`src/rtl/alu_rs_pkg.sv`:
```
// alu_rs_pkg: shared opcode, tag and sizing definitions for the ALU reservation station
package alu_rs_pkg;
  localparam int DATA_W = 32;
  localparam int ROB_ID_W = 4;
  localparam int RS_SIZE_DEFAULT = 16;
  localparam logic TRUE = 1'b1;
  localparam logic FALSE = 1'b0;
  localparam logic [DATA_W-1:0] ZERO = '0;
  typedef logic [ROB_ID_W-1:0] rob_id_t;
  typedef enum logic [4:0] {
    NOP, OPTYPE_LUI, OPTYPE_AUIPC, OPTYPE_JAL, OPTYPE_JALR,
    OPTYPE_BEQ, OPTYPE_BNE, OPTYPE_BLT, OPTYPE_BGE, OPTYPE_BLTU, OPTYPE_BGEU,
    OPTYPE_ADDI, OPTYPE_SLTI, OPTYPE_SLTIU, OPTYPE_XORI, OPTYPE_ORI, OPTYPE_ANDI,
    OPTYPE_SLLI, OPTYPE_SRLI, OPTYPE_SRAI,
    OPTYPE_ADD, OPTYPE_SUB, OPTYPE_SLL, OPTYPE_SLT, OPTYPE_SLTU,
    OPTYPE_XOR, OPTYPE_SRL, OPTYPE_SRA, OPTYPE_OR, OPTYPE_AND
  } opcode_t;
endpackage

```
`src/rtl/alu_rs_lowest_sel.sv`:
```
// rs_lowest_sel: priority encoder returning the lowest set bit of a vector
module rs_lowest_sel #(
  parameter int N = 16,
  localparam int W = $clog2(N)
) (
  input  logic [N-1:0] vec,
  output logic         found,
  output logic [W-1:0] idx
);
  always_comb begin
    found = |vec;
    idx = '0;
    for (int i = N - 1; i >= 0; i--) if (vec[i]) idx = W'(i);
  end
endmodule

```
`src/rtl/alu_rs.sv`:
```
// alu_rs: ALU reservation station with CDB snooping and lowest-index issue
module alu_rs
  import alu_rs_pkg::*;
#(
  parameter int RS_SIZE = RS_SIZE_DEFAULT
) (
  input  logic              clk,
  input  logic              rst,
  input  logic              rdy,
  input  logic              clr,
  input  logic              issue_valid,
  input  opcode_t           issue_optype,
  input  rob_id_t           issue_rd_alias,
  input  logic [DATA_W-1:0] issue_pc,
  input  logic [DATA_W-1:0] issue_imm,
  input  logic [DATA_W-1:0] issue_vj,
  input  logic [DATA_W-1:0] issue_vk,
  input  logic              issue_qj_busy,
  input  logic              issue_qk_busy,
  input  rob_id_t           issue_qj,
  input  rob_id_t           issue_qk,
  input  logic              cdb_alu_valid,
  input  rob_id_t           cdb_alu_alias,
  input  logic [DATA_W-1:0] cdb_alu_value,
  input  logic              cdb_lsb_valid,
  input  rob_id_t           cdb_lsb_alias,
  input  logic [DATA_W-1:0] cdb_lsb_value,
  output logic              full,
  output opcode_t           ex_optype,
  output rob_id_t           ex_rd_alias,
  output logic [DATA_W-1:0] ex_pc,
  output logic [DATA_W-1:0] ex_rs1,
  output logic [DATA_W-1:0] ex_rs2,
  output logic [DATA_W-1:0] ex_imm
);
  localparam int IW = $clog2(RS_SIZE);
  localparam int CW = IW + 1;
  logic [RS_SIZE-1:0] busy, qj_busy, qk_busy;
  opcode_t optype [RS_SIZE];
  rob_id_t rd_alias [RS_SIZE];
  rob_id_t qj [RS_SIZE];
  rob_id_t qk [RS_SIZE];
  logic [DATA_W-1:0] pc [RS_SIZE];
  logic [DATA_W-1:0] imm [RS_SIZE];
  logic [DATA_W-1:0] vj [RS_SIZE];
  logic [DATA_W-1:0] vk [RS_SIZE];
  logic free_found, sel_found, ins;
  logic [IW-1:0] free_idx, sel_idx;
  logic [CW-1:0] occ, occ_next;
  logic alu_j, lsb_j, alu_k, lsb_k;
  logic [DATA_W-1:0] ins_vj, ins_vk;
  rs_lowest_sel #(.N(RS_SIZE)) u_free (.vec(~busy), .found(free_found), .idx(free_idx));
  rs_lowest_sel #(.N(RS_SIZE)) u_ready (.vec(busy & ~qj_busy & ~qk_busy), .found(sel_found), .idx(sel_idx));
  always_comb begin
    ins = issue_valid & free_found;
    alu_j = issue_qj_busy & cdb_alu_valid & (cdb_alu_alias == issue_qj);
    lsb_j = issue_qj_busy & cdb_lsb_valid & (cdb_lsb_alias == issue_qj);
    alu_k = issue_qk_busy & cdb_alu_valid & (cdb_alu_alias == issue_qk);
    lsb_k = issue_qk_busy & cdb_lsb_valid & (cdb_lsb_alias == issue_qk);
    ins_vj = alu_j ? cdb_alu_value : lsb_j ? cdb_lsb_value : issue_vj;
    ins_vk = alu_k ? cdb_alu_value : lsb_k ? cdb_lsb_value : issue_vk;
    occ = '0;
    for (int i = 0; i < RS_SIZE; i++) occ = occ + CW'(busy[i]);
    occ_next = occ - CW'(sel_found) + CW'(ins);
  end
  always_ff @(posedge clk) begin
    if (rst || (rdy && clr)) begin
      busy <= '0;
      full <= FALSE;
      ex_optype <= NOP;
      ex_rd_alias <= '0;
      ex_pc <= ZERO;
      ex_rs1 <= ZERO;
      ex_rs2 <= ZERO;
      ex_imm <= ZERO;
    end else if (rdy) begin
      ex_optype <= sel_found ? optype[sel_idx] : NOP;
      if (sel_found) begin
        ex_rd_alias <= rd_alias[sel_idx];
        ex_pc <= pc[sel_idx];
        ex_rs1 <= vj[sel_idx];
        ex_rs2 <= vk[sel_idx];
        ex_imm <= imm[sel_idx];
        busy[sel_idx] <= FALSE;
      end
      full <= occ_next >= CW'(RS_SIZE - 1);
      // ALU broadcast wins if both CDBs carry the same tag
      for (int i = 0; i < RS_SIZE; i++) begin
        if (busy[i] && qj_busy[i] && cdb_alu_valid && cdb_alu_alias == qj[i]) begin
          vj[i] <= cdb_alu_value;
          qj_busy[i] <= FALSE;
        end else if (busy[i] && qj_busy[i] && cdb_lsb_valid && cdb_lsb_alias == qj[i]) begin
          vj[i] <= cdb_lsb_value;
          qj_busy[i] <= FALSE;
        end
        if (busy[i] && qk_busy[i] && cdb_alu_valid && cdb_alu_alias == qk[i]) begin
          vk[i] <= cdb_alu_value;
          qk_busy[i] <= FALSE;
        end else if (busy[i] && qk_busy[i] && cdb_lsb_valid && cdb_lsb_alias == qk[i]) begin
          vk[i] <= cdb_lsb_value;
          qk_busy[i] <= FALSE;
        end
      end
      if (ins) begin
        busy[free_idx] <= TRUE;
        optype[free_idx] <= issue_optype;
        rd_alias[free_idx] <= issue_rd_alias;
        pc[free_idx] <= issue_pc;
        imm[free_idx] <= issue_imm;
        vj[free_idx] <= ins_vj;
        vk[free_idx] <= ins_vk;
        qj[free_idx] <= issue_qj;
        qk[free_idx] <= issue_qk;
        qj_busy[free_idx] <= issue_qj_busy & ~alu_j & ~lsb_j;
        qk_busy[free_idx] <= issue_qk_busy & ~alu_k & ~lsb_k;
      end
    end
  end
endmodule

```
`config.mk`:
```
export PLATFORM = sky130hd
export DESIGN_NAME = alu_rs
export DESIGN_NICKNAME = d
export VERILOG_FILES = /design/src/rtl/alu_rs_pkg.sv /design/src/rtl/alu_rs_lowest_sel.sv /design/src/rtl/alu_rs.sv
export SDC_FILE = /design/constraint.sdc
export NUM_CORES = 2
export LEC_CHECK = 0
export CAP_MARGIN = 15
export CORE_MARGIN = 2
export CORE_UTILIZATION = 27
export DETAILED_ROUTE_END_ITERATION = 8
export PLACE_DENSITY_LB_ADDON = 0.15
export SKIP_LAST_GASP = 1
export SLEW_MARGIN = 15
export SYNTH_ARGS = -nofsm -noshare
export SYNTH_HDL_FRONTEND = slang
export SYNTH_SLANG_ARGS = --single-unit
```
`constraint.sdc`:
```
create_clock -name clk -period 8.3 [get_ports clk]
set_input_delay 0.83 -clock clk [delete_from_list [all_inputs] [get_ports clk]]
set_output_delay 0.83 -clock clk [all_outputs]
set_load 0.005 [all_outputs]
```
**After elaboration in Yosys (flattened, before gate mapping)**

Memory sizes are Yosys's and may differ from the RTL's. A register that Yosys moved wholly into a read port is not among the register bits.
Cells that the tools add are included.

- Word-level logic and storage cells: 830
- Memories kept: 8
- Bits in writable memories: 2320
- Register bits after elaboration: 54

- Add/subtract/negate cells: 17
- Bitwise gates (word level): 58
- Order comparisons: 5
- Equal/unequal tests: 68
- Reductions and logical operators: 168
- Multiplexer cells: 501

Memory list:

| memory | words | width | rd ports | clocked after Yosys merged registers in | wr ports | line | RTL |
|---|---|---|---|---|---|---|---|
| imm | 16 | 32 | 1 | 1 | 1 | alu_rs.sv:44 | `logic [DATA_W-1:0] imm [RS_SIZE];` |
| pc | 16 | 32 | 1 | 1 | 1 | alu_rs.sv:43 | `logic [DATA_W-1:0] pc [RS_SIZE];` |
| vj | 16 | 32 | 1 | 1 | 17 | alu_rs.sv:45 | `logic [DATA_W-1:0] vj [RS_SIZE];` |
| vk | 16 | 32 | 1 | 1 | 17 | alu_rs.sv:46 | `logic [DATA_W-1:0] vk [RS_SIZE];` |
| optype | 16 | 5 | 1 | 0 | 1 | alu_rs.sv:39 | `opcode_t optype [RS_SIZE];` |
| qj | 16 | 4 | 16 | 0 | 1 | alu_rs.sv:41 | `rob_id_t qj [RS_SIZE];` |
| +2 memories | - | - | - | - | - | - |  |

Operators by type and width:

| operator | number |
|---|---|
| $mux 32 | 36 |
| $mux 1 | 422 |
| $eq 4x4->1 | 68 |
| $logic_and 1x1->1 | 163 |
| $mux 4 | 32 |
| $mux 16 | 6 |
| $not 16->16 | 4 |
| $add 5x1->5 | 12 |
| $and 16x16->16 | 3 |
| $bwmux 16 | 2 |
| $or 1x1->1 | 32 |
| $reduce_or 16->1 | 2 |
| $or 16x16->16 | 1 |
| $and 1x1->1 | 13 |
| $lt 4x5->1 const B | 2 |
| $demux 1 s4 | 2 |
| $ge 4x1->1 const B | 2 |
| $add 4x1->5 | 1 |
| $ge 5x4->1 const B | 1 |
| $mux 5 | 1 |
| $not 1->1 | 5 |
| $sub 5x1->5 | 1 |
| $add 3x1->4 | 1 |
| $reduce_and 2->1 | 2 |
| 3 further kinds | 3 |

**Depth between registers and ports, before layout**

- Depth after elaboration: 30
- Gate-level depth with buffers: 20
- Gate-level depth less buffers: 19

**By module**

From an unflattened synthesis, not the netlist that was laid out.

- Cells, all modules: 7401
- Area, all modules: 116955.9 µm²

Modules (own cells, without submodules):

| module | area each (µm²) | instances | cells an instance |
|---|---|---|---|
| alu_rs | 116603.1 | 1 | 7333 |
| rs_lowest_sel | 176.4 | 2 | 34 |

**Worst setup path before layout**

Ideal clock, no wire load.

- Path type: input -> register
- Start: in rdy
- End: mem imm[14][0], enable pin
- Slack: 1338 ps
- Library setup time: 521 ps
- Arrival time: 6440 ps
- Path buffers: 3
- Stages on the path: 8
- Cell sequence: buf_2 a21oi_2 nand2_1 inv_1 clkbuf_1 clkbuf_1 nand2_1 nor2_1

- Longest elaborated chain between the ends: 4
- Elaborated cells on any way between the ends: 5
- Those cells by class: mux (3); reduce/logical (2)

Ends and longest elaborated chain:

| what | line | RTL |
|---|---|---|
| start, declared | alu_rs.sv:9 | `input logic rdy,` |
| $logic_and 1x1->1 | alu_rs.sv:67 | `if (rst \|\| (rdy && clr)) begin` |
| $logic_or 1x1->1 | alu_rs.sv:67 |  |
| $mux 1 * | alu_rs.sv:67 |  |
| $mux 1 (implied by the code) * | alu_rs.sv:109 | `imm[free_idx] <= issue_imm;` |
| end, declared | alu_rs.sv:44 |  |

Every way passes the cells marked *; elsewhere a longest branch is shown, timed or not.

**Worst setup path in the final report**

- Start: reg busy[12]
- End: reg full

- Longest elaborated chain between the ends: 7
- Elaborated cells on any way between the ends: 13
- Those cells by class: add/sub (6); order compare (1); bitwise (4); reduce/logical (2)

Ends and longest elaborated chain:

| what | line | RTL |
|---|---|---|
| start, declared | alu_rs.sv:38 | `logic [RS_SIZE-1:0] busy, qj_busy, qk_busy;` |
| start signal, assigned | alu_rs.sv:68 | `busy <= '0;` |
| start signal, assigned by index | alu_rs.sv:84 | `busy[sel_idx] <= FALSE;` |
| start signal, assigned by index | alu_rs.sv:105 | `busy[free_idx] <= TRUE;` |
| $add 5x1->5 (4 in series) | alu_rs.sv:63 | `for (int i = 0; i < RS_SIZE; i++) occ = occ + CW'(busy[i]);` |
| $sub 5x1->5 | alu_rs.sv:64 | `occ_next = occ - CW'(sel_found) + CW'(ins);` |
| $add 5x1->5 * | alu_rs.sv:64 |  |
| $ge 5x4->1 * | alu_rs.sv:86 | `full <= occ_next >= CW'(RS_SIZE - 1);` |
| end signal, assigned | alu_rs.sv:86 |  |
| end, declared | alu_rs.sv:28 | `output logic full,` |

Marked as above.
A chain may end at the register's enable or synchronous reset.

==> results_dict.tcl <==
set metrics [dict create \
    status "finished clean" \
    place_hpwl_mm 289 \
    slew_viol_final 0 \
    synth_area_mm2 0.122 \
    die_x_um 676 \
    cts_hold_buffers 0 \
    htreeDepth 5 \
    fmax_mhz 153 \
    drv_cap 0 \
    grt_pass1_vias 87400 \
    finalSetupTns_ns 0 \
    synthArstFlopShare_pct 0 \
    critPathMaxFanout 10 \
    r2r_start "busy[12]" \
    wire_per_inst_um 31.5 \
    drt_iter0_markers 9401 \
    die-area_mm2 0.457 \
    antenna_found_initial 38 \
    postCtsSetupRepairBufs 0 \
    crit_arrival_ns 7.33 \
    nFillCells 45000 \
    port_buffers 363 \
    yosysWarnings 0 \
    layout.nets 10800 \
    yosysSeqAreaShare_pct 60.4 \
    grt_usage_pct 22.3 \
    clk_latency_ns 0.96 \
    numClockSinks 2506 \
    whs_ns 0.492 \
    cts_max_path_buffers 4 \
    hp-class "reg2reg" \
    ant_nets 0 \
    mostFrequentLayoutCell "edfxtp_1" \
    area_growth_pct 16.4 \
    min_to "ex_optype[3]" \
    pre_cts_ws_ns 1.95 \
    synth_fp_nets 10900 \
    mostFrequentLayoutCells "edfxtp_1 (2352), nand2_1 (1859), mux2i_1 (1678)" \
    ys_types 69 \
    crit_path_end_kind "flip-flop" \
    leakagePower_nw 47.6 \
    worstReg2RegEnd "full" \
    synth_edf_count 2352 \
    rsz0062_at_grt "no" \
    drc 0 \
    vdd_drop_max_mv 0.162 \
    tightest_slew_ns 1.29 \
    startpoint_type "flip-flop" \
    layout-drive-gt1-share_pct 8.77 \
    grt-ovfl-total 0 \
    p_per_area_mw_per_mm2 199 \
    num_vias 88900 \
    drtPass1Iterations 7 \
    slew-limit-headroom_pct 13.0 \
    ys.flop_type "edfxtp_1" \
    crit_type "reg2reg" \
    grt_start_max_net_pins 154 \
    fin_worst_skew_ns 0.0692 \
    die_y_um 676 \
    rows 246 \
    finalSetupViolCount 0 \
    clkSlewWorstSetupHoldPaths_ns 0.06 \
    cts_tree "yes" \
    coreArea_mm2 0.449 \
    drt-total-wl_mm 527 \
    grt_first_pass_wirelength_mm 720 \
    cts_buffers 296 \
    total_power_w 0.0282 \
    cts-root-buf "clkbuf_16" \
    syn_inst 10600 \
    syn_avg_cell_area_um2 11.5 \
    finalHoldViolCount 0 \
    r2r_slack_ns 1.78 \
    ys_seq_elements 2506 \
    finalCritPeriodShare_pct 78.5 \
    io_pins 364 \
    hold-path-cell-count 2 \
    place.gp.congestion 0.859 \
    r2r_cells 16 \
    initial_core_util_pct 27.1 \
    worst_slack_ns 1.78 \
    fin_crit_ns 6.52 \
    hold_path_startpoint "ex_optype[3]" \
    vias_per_cell 5.31 \
    required_ns 9.11 \
    ctsResizeCount 0 \
]
## Yosys cell counts, types with 4 or more instances
library cell	number	area, µm²
a21oi_1	928	4640
xnor2_1	71	622
nand2b_1	5	31.3
nand2_2	4	25.0
nand3_1	124	621
and2_1	6	37.5
o221ai_1	100	876
and3_1	11	68.8
nor2b_1	30	188
xor2_1	204	1790
o21ai_0	886	4430
nor3_2	25	250
nor3_1	21	105
or3b_1	7	61.3
buf_2	290	1450
buf_6	9	101
o21ai_1	68	340
clkbuf_1	653	2450
fa_1	12	240
buf_1	80	300
o22ai_1	202	1260
inv_1	37	139
a31oi_1	6	37.5
edfxtp_1	2352	70600
nor4_2	4	50.1
or4_1	34	255
nand2_1	1864	7000
ha_1	8	100
nor4_1	171	1070
a211oi_1	5	37.5
dfxtp_1	154	3080
buf_4	38	285
nor3b_1	11	82.6
a311oi_1	4	35.0
nand4_1	81	507
nor2_1	352	1320
mux2i_1	1678	16800
o211ai_1	11	82.6
mux2_2	15	169
## worst max path at each step
| stage | from | to | slack, ns | cells after the start |
|---|---|---|---|---|
| 6_report | busy[12] | full | 1.78 | 16 |
| 5_1_grt | busy[12] | full | 1.61 | 16 |
| 4_1_cts | busy[12] | full | 1.90 | 16 |
| 3_5_place_dp | busy[12] | full | 1.95 | 16 |
| 3_3_place_gp | busy[12] | full | 1.86 | 16 |
| 2_1_floorplan | rdy | imm[14][0] | 1.34 | 8 |
## worst max-delay path: stages (launching register included)
cell,delay [ns]
dfxtp_1,0.42
nor3b_1,0.23
nor2_1,0.65
nand3_1,0.37
or4_4,0.64
ha_1,0.31
inv_1,0.05
fa_1,0.50
inv_1,0.05
fa_1,0.45
fa_1,0.51
fa_1,0.43
fa_1,0.43
fa_1,0.49
xor2_1,0.16
or4_1,0.47
a311oi_1,0.25
## sequential cells by signal (all words and copies together) (netlist names), 32 cells and up
name and cells:
ex_pc 32, ex_imm 32, vj 512, qk 64, vk 512, ex_rs2 32, pc 512, ex_rs1 32
optype 80, imm 512, rd_alias 64, qj 64
## layer usage
layer  up-vias  share of wire [%]  global-route usage [%]
met3       911                5.9                    2.92
li1      38700                  -                       -
met1     45500                 42                    29.1
met4        14                4.6                    9.10
met2      3788                 47                    37.3
met5         -              0.017                       0
## layout make-up
cell class	instances	area (µm²)	share of cell area, %
Antenna cell	10	25.0	0.0176
Clock buffer	389	8100	5.71
Clock inverter	156	1370	0.967
Inverter	39	161	0.114
Multi-Input combinational cell	6989	44500	31.3
Sequential cell	2506	73700	51.9
Tap cell	5952	7450	5.25
Timing Repair Buffer	706	6700	4.72
## metrics by stage
step                utilization (%)  instances  instance area (µm²)
floorplan                         -      10600               122000
global placement               29.4      16200               132000
detailed placement             29.5      16200               132000
CTS                            31.6      16700               142000
global route                   31.6      16700               142000
finish                         31.6      16700               142000
## cells by family after synthesis
logic type               synth area share, %
buffers and inverters                   3.89
multiplexers                            13.9
adder cells (fa/ha/maj)                0.279
XOR/XNOR                                1.97
flip-flops                              60.4
AND/OR/NAND/NOR                         9.68
AO/OA/AOI/OAI                           9.82
## power by group
part | internal, W | switching [W] | leakage [nW]
sequential | 0.0138 | 0.0000234 | 22.4
combinational | 0.000406 | 0.000922 | 20.6
clock | 0.00739 | 0.00562 | 4.66
total | 0.0216 | 0.00657 | 47.6
No activity file was read; power rests on OpenSTA's default activity.
